## src/rtl/softmax_pkg.sv

```systemverilog
// Shared types and default sizing for the softmax pipeline latency tracker.
package softmax_pkg;

  typedef enum logic [1:0] {
    IDLE  = 2'd0,
    RUN   = 2'd1,
    DRAIN = 2'd2
  } state_e;

  localparam int unsigned DEF_LATENCY = 23;
  localparam int unsigned DEF_VEC_LEN = 10;

  // Index width for a vector of n elements, never narrower than one bit.
  function automatic int unsigned idx_width(input int unsigned n);
    return (n > 1) ? $clog2(n) : 1;
  endfunction

endpackage

```

## src/rtl/valid_delay_line.sv

```systemverilog
// Clock-enabled shift register carrying the per-element valid bit through
// a fixed number of pipeline stages.
module valid_delay_line
  import softmax_pkg::*;
#(
  parameter int unsigned DEPTH = DEF_LATENCY
) (
  input  logic clk,
  input  logic reset,
  input  logic enable,
  input  logic d,
  output logic q
);

  logic [DEPTH-1:0] sr_q;
  logic [DEPTH-1:0] sr_d;

  generate
    if (DEPTH == 1) begin : g_single
      assign sr_d = d;
    end else begin : g_shift
      assign sr_d = {sr_q[DEPTH-2:0], d};
    end
  endgenerate

  always_ff @(posedge clk) begin
    if (reset) begin
      sr_q <= '0;
    end else if (enable) begin
      sr_q <= sr_d;
    end
  end

  assign q = sr_q[DEPTH-1];

endmodule

```

## src/rtl/pipe_latency_tracker.sv

```systemverilog
// Tracks elements through a fixed-latency softmax pipeline: exit valid,
// per-vector index, occupancy and flush/drain sequencing.
// Optional LAT_TRACK_PERF_EN adds a saturating busy-cycle counter.
module pipe_latency_tracker
  import softmax_pkg::*;
#(
  parameter  int unsigned LATENCY = DEF_LATENCY,
  parameter  int unsigned VEC_LEN = DEF_VEC_LEN,
  localparam int unsigned IDX_W   = idx_width(VEC_LEN),
  localparam int unsigned INFL_W  = $clog2(LATENCY + 1)
) (
  input  logic              clk,
  input  logic              reset,
  input  logic              enable,
  input  logic              in_valid,
  input  logic              flush,
  output logic              out_valid,
  output logic [IDX_W-1:0]  out_idx,
  output logic              out_last,
  output logic              vec_done,
  output logic [INFL_W-1:0] inflight,
  output logic              busy,
`ifdef LAT_TRACK_PERF_EN
  output logic [31:0]       perf_cycles,
`endif
  output logic              drain_done
);

  state_e            state_q, state_d;
  logic [IDX_W-1:0]  out_idx_q, out_idx_d;
  logic [INFL_W-1:0] inflight_q, inflight_d;
  logic              vec_done_q;
  logic              drain_done_q, drain_done_d;

  logic dl_q;
  logic accept_c;
  logic exit_c;
  logic last_c;
  logic go_drain_c;

  assign accept_c   = enable & in_valid & (state_q != DRAIN) & ~flush;
  assign exit_c     = enable & dl_q;
  assign last_c     = exit_c & (out_idx_q == IDX_W'(VEC_LEN - 1));
  assign go_drain_c = flush & (state_q != DRAIN);

  valid_delay_line #(
    .DEPTH (LATENCY)
  ) u_dl (
    .clk    (clk),
    .reset  (reset),
    .enable (enable),
    .d      (accept_c),
    .q      (dl_q)
  );

  // Occupancy: entries minus exits; both in one cycle cancel out.
  always_comb begin
    inflight_d = inflight_q;
    if (accept_c && !exit_c) begin
      inflight_d = inflight_q + INFL_W'(1);
    end else if (exit_c && !accept_c) begin
      inflight_d = inflight_q - INFL_W'(1);
    end
  end

  always_comb begin
    state_d      = state_q;
    drain_done_d = 1'b0;
    case (state_q)
      IDLE: begin
        if (go_drain_c) begin
          state_d = DRAIN;
        end else if (accept_c) begin
          state_d = RUN;
        end
      end
      RUN: begin
        if (go_drain_c) begin
          state_d = DRAIN;
        end else if (inflight_d == '0) begin
          state_d = IDLE;
        end
      end
      DRAIN: begin
        if (inflight_q == '0) begin
          state_d      = IDLE;
          drain_done_d = 1'b1;
        end
      end
      default: state_d = IDLE;
    endcase
  end

  // Index restarts at 0 as soon as a drain has emptied the pipeline.
  always_comb begin
    out_idx_d = out_idx_q;
    if ((state_q == DRAIN || go_drain_c) && inflight_d == '0) begin
      out_idx_d = '0;
    end else if (exit_c) begin
      out_idx_d = (out_idx_q == IDX_W'(VEC_LEN - 1)) ? '0 : out_idx_q + IDX_W'(1);
    end
  end

  always_ff @(posedge clk) begin
    if (reset) begin
      state_q      <= IDLE;
      out_idx_q    <= '0;
      inflight_q   <= '0;
      vec_done_q   <= 1'b0;
      drain_done_q <= 1'b0;
    end else begin
      state_q      <= state_d;
      out_idx_q    <= out_idx_d;
      inflight_q   <= inflight_d;
      vec_done_q   <= last_c;
      drain_done_q <= drain_done_d;
    end
  end

`ifdef LAT_TRACK_PERF_EN
  logic [31:0] perf_q;

  always_ff @(posedge clk) begin
    if (reset) begin
      perf_q <= '0;
    end else if (busy && (perf_q != '1)) begin
      perf_q <= perf_q + 32'd1;
    end
  end

  assign perf_cycles = perf_q;
`endif

  assign out_valid  = exit_c;
  assign out_idx    = out_idx_q;
  assign out_last   = last_c;
  assign vec_done   = vec_done_q;
  assign inflight   = inflight_q;
  assign busy       = (inflight_q != '0);
  assign drain_done = drain_done_q;

endmodule
```

## config.mk

```make
export PLATFORM = sky130hd
export DESIGN_NAME = pipe_latency_tracker
export DESIGN_NICKNAME = d
export VERILOG_FILES = /design/src/rtl/softmax_pkg.sv /design/src/rtl/valid_delay_line.sv /design/src/rtl/pipe_latency_tracker.sv
export SDC_FILE = /design/constraint.sdc
export NUM_CORES = 1
export LEC_CHECK = 0
export BUFFER_PORTS_ARGS = -buffer_cell sky130_fd_sc_hd__buf_2
export CAP_MARGIN = 30
export CORE_MARGIN = 2
export CORE_UTILIZATION = 50
export CTS_CLUSTER_DIAMETER = 100
export DETAILED_ROUTE_END_ITERATION = 10
export PLACE_DENSITY = 0.71
export SYNTH_ARGS = -nofsm -noshare
export SYNTH_HDL_FRONTEND = slang
export SYNTH_SLANG_ARGS = --single-unit
```

## constraint.sdc

```tcl
create_clock -name clk -period 2.4 [get_ports clk]
set_clock_uncertainty 0.05 [all_clocks]
set_input_delay 0.12 -clock clk [delete_from_list [all_inputs] [get_ports clk]]
set_output_delay 0.12 -clock clk [all_outputs]
set_load 0.005 [all_outputs]
```

Word-level counts from Yosys, hierarchy flattened
Cells that the tools add are included.
{"block": "classes", "muxes": 10, "n_eq_ne": 7, "bitwise": 8, "add_sub_neg": 3, "n_reduce_logical": 13}
{"cell": "5-bit logical NOT", "count": 2}
{"cell": "2-bit two-way mux", "count": 5}
{"cell": "5-bit two-way mux", "count": 2}
{"cell": "1-bit AND", "count": 6}
{"cell": "3-bit != test, second input constant", "count": 2}
{"cell": "2-bit case mux with 3 select lines", "count": 1}
{"cell": "5-bit by 1-bit adder with 5-bit output, second input constant", "count": 1}
{"cell": "5-bit nonzero test", "count": 1}
{"cell": "5-bit by 1-bit subtractor with 5-bit output, second input constant", "count": 1}
{"cell": "4-bit by 1-bit adder with 4-bit output, second input constant", "count": 1}
{"cell": "4-bit == test, second input constant", "count": 1}
{"cell": "4-bit two-way mux", "count": 1}
{"cell": "2-bit != test, second input constant", "count": 2}
{"cell": "2-bit OR reduction", "count": 2}
{"cell": "1-bit logical AND", "count": 3}
{"cell": "3-bit AND reduction", "count": 1}
{"cell": "2-bit by 1-bit == test with 1-bit output, second input constant", "count": 1}
{"cell": "2-bit == test, second input constant", "count": 1}
{"cell": "1-bit logical NOT", "count": 2}
{"cell": "2-bit logical NOT", "count": 1}
{"cell": "1-bit inverter", "count": 2}
{"cell": "1-bit logical OR", "count": 1}
{"cell": "1-bit two-way mux", "count": 1}
{"block": "word_totals", "register_bits": 36, "inputBits": 5, "word_cells": 47, "out_inout_bits": 14}

Depth between registers and ports, before layout
Gate-level depths: netlist (run 1).
{"block": "depth", "ltp_word": 11, "depth_mapped": 8, "mapped_depth_nobuf": 7}

Modules after synthesis
Synthesis (run 1) repeated with hierarchy kept, for this count alone.
{"block": "unflattened", "hier_cells": 164, "hier_area_um2": 1639.1}
{"mod": "valid_delay_line", "seq_area_each_um2": 460.4, "area_each_um2": 835.8, "n_inst": 1, "cells_each": 74}
{"mod": "pipe_latency_tracker", "seq_area_each_um2": 260.2, "area_each_um2": 803.3, "n_inst": 1, "cells_each": 90}

Worst setup path after synthesis (run 1)
No wires, ideal clock.
{"block": "synth_timing", "path_type": "register to register", "from": "register inflight_q[0] (netlist: inflight[0])", "to": "register out_idx_q[0] (netlist: out_idx[0])", "setup_time_ps": 132, "required_time_ps": 2218, "period_less_slack_ps": 1890, "stages_incl_launch_ff": 8, "path_buffers": 0, "setup_slack_ps": 510, "arrival_ps": 1708, "path_cell_list": "dfxtp_1 -> inv_1 -> ha_1 -> o211a_1 -> or3_1 -> a21oi_1 -> nor4b_2 -> nor3_1"}
{"block": "synth_via", "elab_chain_cells": 6, "elab_cells_between_ends": 7, "classes_between": "add/sub (2); mux (2); reduce/logical (3)"}
{"element": "start, declared", "line_no": "pipe_latency_tracker.sv:31", "source": "logic [INFL_W-1:0] inflight_q, inflight_d;"}
{"element": "start signal, assigned", "line_no": "pipe_latency_tracker.sv:114", "source": "inflight_q <= inflight_d;"}
{"element": "5-bit by 1-bit subtractor with 5-bit output", "line_no": "pipe_latency_tracker.sv:62", "source": "inflight_d = inflight_q - INFL_W'(1);"}
{"element": "5-bit two-way mux", "line_no": "pipe_latency_tracker.sv:61", "source": "end else if (exit_c && !accept_c) begin"}
{"element": "5-bit two-way mux *", "line_no": "pipe_latency_tracker.sv:59", "source": "if (accept_c && !exit_c) begin"}
{"element": "5-bit logical NOT *", "line_no": "pipe_latency_tracker.sv:97", "source": "if ((state_q == DRAIN || go_drain_c) && inflight_d == '0) begin"}
{"element": "1-bit logical AND *", "line_no": "pipe_latency_tracker.sv:97"}
{"element": "2-bit OR reduction (no line) *"}
{"element": "end signal, assigned", "line_no": "pipe_latency_tracker.sv:113", "source": "out_idx_q <= out_idx_d;"}
{"element": "end, declared", "line_no": "pipe_latency_tracker.sv:30", "source": "logic [IDX_W-1:0] out_idx_q, out_idx_d;"}
Every way passes the cells marked *; elsewhere a longest branch is shown, timed or not.
A chain may end at the register's enable or synchronous reset.

Final worst setup path (run 1)
Ends and elaborated chain as after synthesis.

==> metrics.txt, run 1 <==
final core occ 58.2%; Total Die Area 0.00364 mm2; postcts setup bufs 0; largest net degree at the start of global routing 37; top area cells in the synthesized netlist sky130_fd_sc_hd__dfxtp_1 45%, sky130_fd_sc_hd__mux2i_1 16%, sky130_fd_sc_hd__nor2_1 7.1%, sky130_fd_sc_hd__a21oi_1 2.5%, sky130_fd_sc_hd__ha_1 2.4%; final-stage net count 192; peak ir drop on the vdd network 333 uV; accumulated negative setup slack 0 ps; final period utilization 89.8%; post-route design area 0.00176 mm2; DR iter-0 viols 48; depth of the most critical reg-to-reg path 7; fin crit period 2150 ps; count of pins over their slew limit 0; total number of cells along the worst setup path 7; Ant. Diodes 0; top_reg_cell synth sky130_fd_sc_hd__dfxtp_1; routed length per instance 12.4 um; setup slack after layout 246 ps; post-synthesis sequential area ratio 45.4%; CP endpoint kind register; core box area 0.00303 mm2; most frequently used cell type in the post-synthesis netlist sky130_fd_sc_hd__dfxtp_1; total nets after synthesis 175; count of placed standard cells in the final layout, fillers left out 229; Synth cell types 34; relative max-transition margin 60.0%; Layout area overhead 11.0%; Post-synth EDFFs 0; routability congestion estimate from global placement 0.942; dpl cells 221; via density per instance 5.23; timing-limited maximum frequency 0.464 GHz; fill cell count 287; worst slew pin tran 600 ps; maximum count of clock buffers along a single path 2; number of antenna violations at the first check in global routing 0; buffers plus inverters on the worst setup path 1; worst setup slack after placement 285 ps; Remaining DRCs 0; Fin. Hold Viols 0; Crit Path Category register to register; Resized cells post-CTS 0; Final Routed Wirelength 2840 um; Avg Synthesized Cell Area 9.50 um2; power density over the cells 619 mW/mm2; all-layer global routing usage 17.7%; data arrival at the endpoint of the critical path 2300 ps; CTS tree done; drt pass-1 iters 4; most numerous cell types in the synthesized netlist 36 x sky130_fd_sc_hd__dfxtp_1, 30 x sky130_fd_sc_hd__nor2_1, 25 x sky130_fd_sc_hd__mux2i_1; total overflow reported by the global router 0; type of origin of the critical path register; proportion of register bits with asynchronous set or reset after synthesis 0%; Setup Viol. Count Final 0; worst min-delay path category input port to register; CTS Root Buffer Type sky130_fd_sc_hd__clkbuf_4; cell area after placement 0.00169 mm2; source of the worst register-to-register timing path inflight[0]; level count of the clock H-tree 2; CP max-delay cell sky130_fd_sc_hd__nor4b_2; worst setup slack for register-to-register paths 250 ps; Final HPWL DP 2000 um; area of the mapped netlist 0.00159 mm2; number of clock buffers inserted by TritonCTS 5; CTS Hold Buffers Added 0; initial standard-cell utilization of the core 52.4%; die height 60.3 um; reg-to-reg endpoint out_idx[0]; register bit count reported by yosys 36; Lkg Pwr 0.769 nW; clock-pin slew reported for the worst setup and hold paths after clock tree synthesis 100 ps; result of the run complete, no violations; Placement Rows 20; maximum net fanout on the critical path 7; Skew-Pair Late Insertion Delay 330 ps; top-area cell type share of the netlist area 45.4%; worst setup path startpoint inflight[0]; DR vias 1,198; Port Buffer Count 18; ordered cell list for the critical path inv_1 -> ha_1 -> nor3_1 -> o2bb2ai_1 -> a311oi_1 -> nor4b_2 -> nor3_1; Synth Warn # 0; maximum cell stage delay along the critical path 490 ps; first-pass GRT wire length 4700 um; setup repair after global routing missed its margin false; CTS sink count 36; number of instances in the synthesized netlist 167; last element of the critical path out_idx[0]; max-cap violations 0; worst path required time 2550 ps; leading area contributor after synthesis sky130_fd_sc_hd__dfxtp_1; number of nets with antenna violations after detailed routing 0; dominant delay contributor by cell family on the critical path simple AND/OR/NAND/NOR gates; fraction of layout instances using a drive strength above 1 16.2%; die width 60.3 um; number of ports placed on the die boundary 19; via count of the first global-routing pass 1,091; most frequent cell on the critical path sky130_fd_sc_hd__nor3_1
==> cell type report <==
class | count | area [um2] | share of cell area [%]
well taps | 44 | 55.1 | 3.12
inverters | 3 | 11.3 | 0.639
repair buffers | 20 | 105 | 5.97
clock buffers | 6 | 41.3 | 2.34
multi-input cells | 118 | 793 | 45.0
clock inverters | 2 | 35.0 | 1.99
flip-flops and latches | 36 | 721 | 40.9
==> metal layers <==
layer  GRT usage (%)  vias to the layer above  share of wire (%)
li1                -                      608                  -
met1            20.9                      563                 45
met2            29.0                       23                 50
met3            6.40                        4                3.6
met4            7.62                        0                1.2
met5               0                        -                  0
==> worst register-to-register path, cell delays in order, from the launching register on <==
cell,delay [ps]
sky130_fd_sc_hd__dfxtp_1,450
sky130_fd_sc_hd__inv_1,140
sky130_fd_sc_hd__ha_1,370
sky130_fd_sc_hd__nor3_1,150
sky130_fd_sc_hd__o2bb2ai_1,150
sky130_fd_sc_hd__a311oi_1,110
sky130_fd_sc_hd__nor4b_2,490
sky130_fd_sc_hd__nor3_1,110
==> registers in the layout, indices dropped and copies added, names as in the netlist <==
register,flops
out_idx,4
state_q,2
drain_done,1
inflight,5
u_dl.sr_q,23
vec_done,1
==> placed cells by master (no fill, tap or decap), types with 3 or more instances in the layout <==
cell type	instances
sky130_fd_sc_hd__xnor2_1	3
sky130_fd_sc_hd__nor2_1	30
sky130_fd_sc_hd__nand2b_1	3
sky130_fd_sc_hd__clkbuf_4	5
sky130_fd_sc_hd__a21oi_1	8
sky130_fd_sc_hd__dfxtp_1	36
sky130_fd_sc_hd__nor3_1	5
sky130_fd_sc_hd__mux2i_1	25
sky130_fd_sc_hd__nor4_1	5
sky130_fd_sc_hd__buf_2	18
sky130_fd_sc_hd__o21ai_0	3
sky130_fd_sc_hd__nor2b_1	6
sky130_fd_sc_hd__ha_1	3
sky130_fd_sc_hd__nand2_1	5
sky130_fd_sc_hd__inv_1	3
==> worst min path at each step <==
stage,start,end,slack [ps],cells after the start
after floorplan,flush,state_q[0],230,2
after global placement,state_q[0],state_q[0],390,1
after detailed placement,state_q[0],state_q[0],410,1
after CTS,flush,state_q[0],90,3
after global routing,flush,state_q[0],100,3
final,flush,state_q[0],110,3
==> kinds of logic after synthesis <==
| group | after synthesis | share of synthesized area (%) |
|---|---|---|
| simple gates | 68 | 22.6 |
| flops | 36 | 45.4 |
| mux | 25 | 15.8 |
| compound gates | 17 | 6.47 |
| buf+inv | 13 | 4.57 |
| xor+xnor | 5 | 2.76 |
| fa+ha+maj | 3 | 2.37 |
==> stage by stage <==
stage | power [W] | hold WS (ps)
2_1_floorplan | 0.000679 | 231
3_3_place_gp | 0.000692 | 389
3_5_place_dp | 0.000695 | 411
4_1_cts | 0.00111 | 94.3
5_1_grt | 0.00114 | 99.4
6_report | 0.00109 | 115
==> power breakdown <==
group / internal [W] / switching (W) / total, W
Combinational: 0.0000293 / 0.0000467 / 0.0000761
Clock: 0.000218 / 0.000191 / 0.000409
Sequential: 0.000602 / 0.00000382 / 0.000606
Total: 0.000850 / 0.000242 / 0.00109
(Power assumes the default switching activity.)
==> run 2, diff against run 1 <==
--- a/config.mk
+++ b/config.mk
@@ -7,11 +7,11 @@
 export LEC_CHECK = 0
 export BUFFER_PORTS_ARGS = -buffer_cell sky130_fd_sc_hd__buf_2
 export CAP_MARGIN = 30
-export CORE_MARGIN = 2
 export CORE_UTILIZATION = 50
 export CTS_CLUSTER_DIAMETER = 100
 export DETAILED_ROUTE_END_ITERATION = 10
 export PLACE_DENSITY = 0.71
+export RECOVER_POWER = 50
 export SYNTH_ARGS = -nofsm -noshare
 export SYNTH_HDL_FRONTEND = slang
 export SYNTH_SLANG_ARGS = --single-unit
==> metrics.txt, run 2 (synthesized netlist as in run 1, its figures left out) <==
result of the run complete, no violations; worst min-delay path category input port to register; worst path required time 2550 ps; via density per instance 5.21; accumulated negative setup slack 0 ps; Skew-Pair Late Insertion Delay 340 ps; type of origin of the critical path register; fill cell count 278; Crit Path Category register to register; Final Routed Wirelength 2610 um; core box area 0.00303 mm2; maximum count of clock buffers along a single path 2; Resized cells post-CTS 0; routed length per instance 11.5 um; post-route design area 0.00173 mm2; cell area after placement 0.00168 mm2; maximum net fanout on the critical path 7; final core occ 57.1%; hold path cells 3; depth of the most critical reg-to-reg path 7; most flop-heavy register u_dl.sr_q; met1 wire length 1240 um; via count of the first global-routing pass 1,014; CTS Hold Buffers Added 0; CTS tree done; relative max-transition margin 4.40%; die width 58.3 um; leading cell types in the layout, fill and taps excluded 36 x sky130_fd_sc_hd__dfxtp_1, 30 x sky130_fd_sc_hd__nor2_1, 25 x sky130_fd_sc_hd__mux2i_1; postcts setup bufs 0; Fin. Hold Viols 0; CTS sink count 36; setup repair after global routing missed its margin false; worst slew pin tran 1430 ps; number of antenna violations at the first check in global routing 0; clock-pin slew reported for the worst setup and hold paths after clock tree synthesis 110 ps; max-cap violations 0; met2 wire length 1190 um; buffers plus inverters on the worst setup path 1; final period utilization 89.9%; power density over the cells 586 mW/mm2; Lkg Pwr 0.740 nW; setup slack after layout 242 ps; minimum hold slack 101 ps; max reg flops 23; Setup Viol. Count Final 0; Top Layer Used met4; peak ir drop on the vdd network 338 uV; Port Buffer Count 18; fin crit period 2160 ps; all-layer global routing usage 17.2%; die height 58.3 um; data arrival at the endpoint of the critical path 2310 ps; met3 routed wirelength 132 um; Layout area overhead 9.07%; count of pins over their slew limit 0; Remaining DRCs 0; Final HPWL DP 1800 um; DR vias 1,189; number of ports placed on the die boundary 19; Placement Rows 20; Total Die Area 0.00340 mm2; CP endpoint kind register; routability congestion estimate from global placement 0.880; number of clock buffers inserted by TritonCTS 5; level count of the clock H-tree 2; largest net degree at the start of global routing 37; CP max-delay cell sky130_fd_sc_hd__dfxtp_1; DR iter-0 viols 25; CTS Root Buffer Type sky130_fd_sc_hd__clkbuf_4; fraction of layout instances using a drive strength above 1 13.6%; worst setup slack after placement 288 ps; initial standard-cell utilization of the core 52.4%; number of nets with antenna violations after detailed routing 0; Ant. Diodes 0; total number of cells along the worst setup path 7; first-pass GRT wire length 4370 um; timing-limited maximum frequency 0.463 GHz; most common cell after layout, fill and taps aside sky130_fd_sc_hd__dfxtp_1; dominant delay contributor by cell family on the critical path simple AND/OR/NAND/NOR gates; final-stage net count 191; maximum cell stage delay along the critical path 470 ps; ordered cell list for the critical path inv_1 -> ha_1 -> o211a_1 -> or3_1 -> a21oi_1 -> nor4b_2 -> nor3_1; total overflow reported by the global router 0; drt pass-1 iters 4
run 2: cell types whose count changed in the layout (fill, tap and decap cells not counted), sizes merged:
| cell | before | now |
|---|---|---|
| clkbuf | 6 | 11 |
| buf | 20 | 14 |
| bufinv | 1 | 0 |
| clkinv | 1 | 2 |
run 2: worst min-delay path: cells and delay by family:
family          cells  cell delay (ps)
compound gates      1               40
buf+inv             1              160
simple gates        1              140
run 2: area by class of cell:
type / instances / area (um2) / share of cell area (%)
multi-input cells: 118 / 793 / 45.8
flip-flops and latches: 36 / 721 / 41.6
repair buffers: 19 / 88.8 / 5.13
well taps: 44 / 55.1 / 3.18
clock buffers: 6 / 51.3 / 2.96
inverters: 3 / 11.3 / 0.651
clock inverters: 2 / 10.0 / 0.578
run 2: final timing paths:
path	start	slack (ps)	endpoint
worst max-delay path	inflight[0]	240	out_idx[2]
worst min-delay path	flush	100	state_q[0]
worst max register to register	inflight[0]	240	out_idx[2]
worst min register to register	state_q[0]	410	state_q[0]
run 2: metrics by stage:
stage / std cells / power (W)
4_1_cts: 228 / 0.00103
3_5_place_dp: 220 / 0.000692
5_1_grt: 228 / 0.00107
6_report: 228 / 0.00101
2_1_floorplan: 167 / 0.000679
3_3_place_gp: 220 / 0.000691
run 2: where the power goes:
part           internal (W)  total (W)  leakage [nW]  switching (W)
sequential         0.000602   0.000606         0.290     0.00000395
combinational     0.0000284  0.0000727         0.412      0.0000443
clock              0.000139   0.000336        0.0380       0.000197
total              0.000770    0.00101         0.740       0.000245
run 2: routing by layer:
metal,vias up,global-route usage [%]
met5,-,0
met4,0,8.84
met3,6,6.81
met2,28,26.3
met1,547,21.2
li1,608,-
==> run 3, diff against run 2 <==
--- a/config.mk
+++ b/config.mk
@@ -7,6 +7,7 @@
 export LEC_CHECK = 0
 export BUFFER_PORTS_ARGS = -buffer_cell sky130_fd_sc_hd__buf_2
 export CAP_MARGIN = 30
+export CORE_ASPECT_RATIO = 1.1
 export CORE_UTILIZATION = 50
 export CTS_CLUSTER_DIAMETER = 100
 export DETAILED_ROUTE_END_ITERATION = 10
==> metrics.txt, run 3 (synthesized netlist as in run 1, its figures left out) <==
ordered cell list for the critical path inv_1 -> ha_1 -> o211a_1 -> or3_1 -> a21oi_1 -> nor4b_2 -> nor3_1; number of nets with antenna violations after detailed routing 0; final-stage net count 191; CP endpoint kind register; worst path required time 2550 ps; Lkg Pwr 0.753 nW; setup slack after layout 240 ps; result of the run complete, no violations; power density over the cells 588 mW/mm2; Skew-Pair Late Insertion Delay 330 ps; number of clock buffers inserted by TritonCTS 5; internal power component 0.000770 W; DR iter-0 viols 44; final period utilization 90.0%; initial standard-cell utilization of the core 52.5%; maximum cell stage delay along the critical path 450 ps; CTS Root Buffer Type sky130_fd_sc_hd__clkbuf_4; via count of the first global-routing pass 1,028; cell area after placement 0.00167 mm2; Clock Power Share 32.8%; maximum net fanout on the critical path 7; part of the total power dissipated in sequential elements 59.7%; worst setup slack after placement 288 ps; Layout area overhead 8.67%; die width 55.7 um; number of antenna violations at the first check in global routing 0; data arrival at the endpoint of the critical path 2310 ps; maximum count of clock buffers along a single path 2; timing-limited maximum frequency 0.463 GHz; switching power share of the total 24.1%; routability congestion estimate from global placement 0.961; Remaining DRCs 0; most common cell after layout, fill and taps aside sky130_fd_sc_hd__dfxtp_1; drt pass-1 iters 4; Total Die Area 0.00340 mm2; die height 61.1 um; largest net degree at the start of global routing 37; CTS Hold Buffers Added 0; Final Routed Wirelength 2690 um; CTS tree done; Ant. Diodes 0; max reg flops 23; leading cell types in the layout, fill and taps excluded 36 x sky130_fd_sc_hd__dfxtp_1, 30 x sky130_fd_sc_hd__nor2_1, 25 x sky130_fd_sc_hd__mux2i_1; all-layer global routing usage 17.4%; relative max-transition margin 2.40%; accumulated negative setup slack 0 ps; DR vias 1,178; Crit Path Category register to register; Fin. Hold Viols 0; first-pass GRT wire length 4510 um; routed length per instance 12.4 um; CP max-delay cell sky130_fd_sc_hd__dfxtp_1; number of ports placed on the die boundary 19; minimum hold slack 99.6 ps; worst slew pin tran 1460 ps; Setup Viol. Count Final 0; fraction of layout instances using a drive strength above 1 15.8%; level count of the clock H-tree 2; Port Buffer Count 18; Placement Rows 21; type of origin of the critical path register; setup repair after global routing missed its margin false; total power draw 0.00101 W; peak ir drop on the vdd network 497 uV; fin crit period 2160 ps; Final HPWL DP 1870 um; via density per instance 5.40; CTS sink count 36; worst setup slack for register-to-register paths 240 ps; postcts setup bufs 0; post-route design area 0.00172 mm2; core box area 0.00302 mm2; worst min-delay path category input port to register; power dissipated by switching net loads 0.000244 W; total overflow reported by the global router 0; power share of the combinational group 7.5%; clock-pin slew reported for the worst setup and hold paths after clock tree synthesis 110 ps; most flop-heavy register u_dl.sr_q; count of pins over their slew limit 0; max-cap violations 0
[run 3: changes by cell type in the layout (fill, tap and decap cells not counted), sizes merged]
cell	change
clkbuf	-3
buf	+3
[run 3: metrics by stage]
step                      cells  util [%]
after CTS                   218      57.1
after global placement      210      55.1
after detailed placement    210      55.1
after floorplan             167         -
after global routing        218      57.1
final                       218      57.1
[run 3: what timing repair did]
item / 4_1_cts / 5_1_grt
endpoints found under the setup margin: 0 / 4
gates resized for setup: 0 / 1
endpoints found under the hold margin: 0 / 0
[run 3: critical path: cells and delay by family (launching register included)]
| family | cells | cell delay [ps] |
|---|---|---|
| AO/OA/AOI/OAI | 2 | 290 |
| adder cells (fa/ha/maj) | 1 | 230 |
| buffers and inverters | 1 | 140 |
| flip-flops | 1 | 450 |
| AND/OR/NAND/NOR | 3 | 860 |
[run 3: final timing paths]
kind | depth (start not counted) | start | to
setup / recovery | 7 | inflight[0] | out_idx[2]
hold / removal | 3 | flush | state_q[0]
setup reg to reg | 7 | inflight[0] | out_idx[2]
hold reg to reg | 1 | state_q[0] | state_q[0]
[run 3: power groups by stage]
stage	clock [W]	combinational, W	sequential (W)
after global placement	0	0.0000722	0.000619
after floorplan	0	0.0000599	0.000619
final	0.000333	0.0000756	0.000606
after CTS	0.000346	0.0000748	0.000606
after global routing	0.000373	0.0000835	0.000607
after detailed placement	0	0.0000745	0.000619
[run 3: layout make-up]
class / count / area [um2]
flip-flops and latches: 36 / 721
multi-input cells: 118 / 796
clock buffers: 6 / 51.3
well taps: 34 / 42.5
clock inverters: 2 / 10.0
repair buffers: 19 / 92.6
inverters: 3 / 11.3
fillers: 286 / 1300
[run 3: routing by layer]
layer	track usage [%]	up-vias	part of all wire (%)	wire, um
met5	0	-	0	0
met4	9.64	0	2.5	67
met3	6.51	7	4.7	126
met2	28.6	23	46	1240
met1	20.2	540	47	1260
li1	-	608	-	-
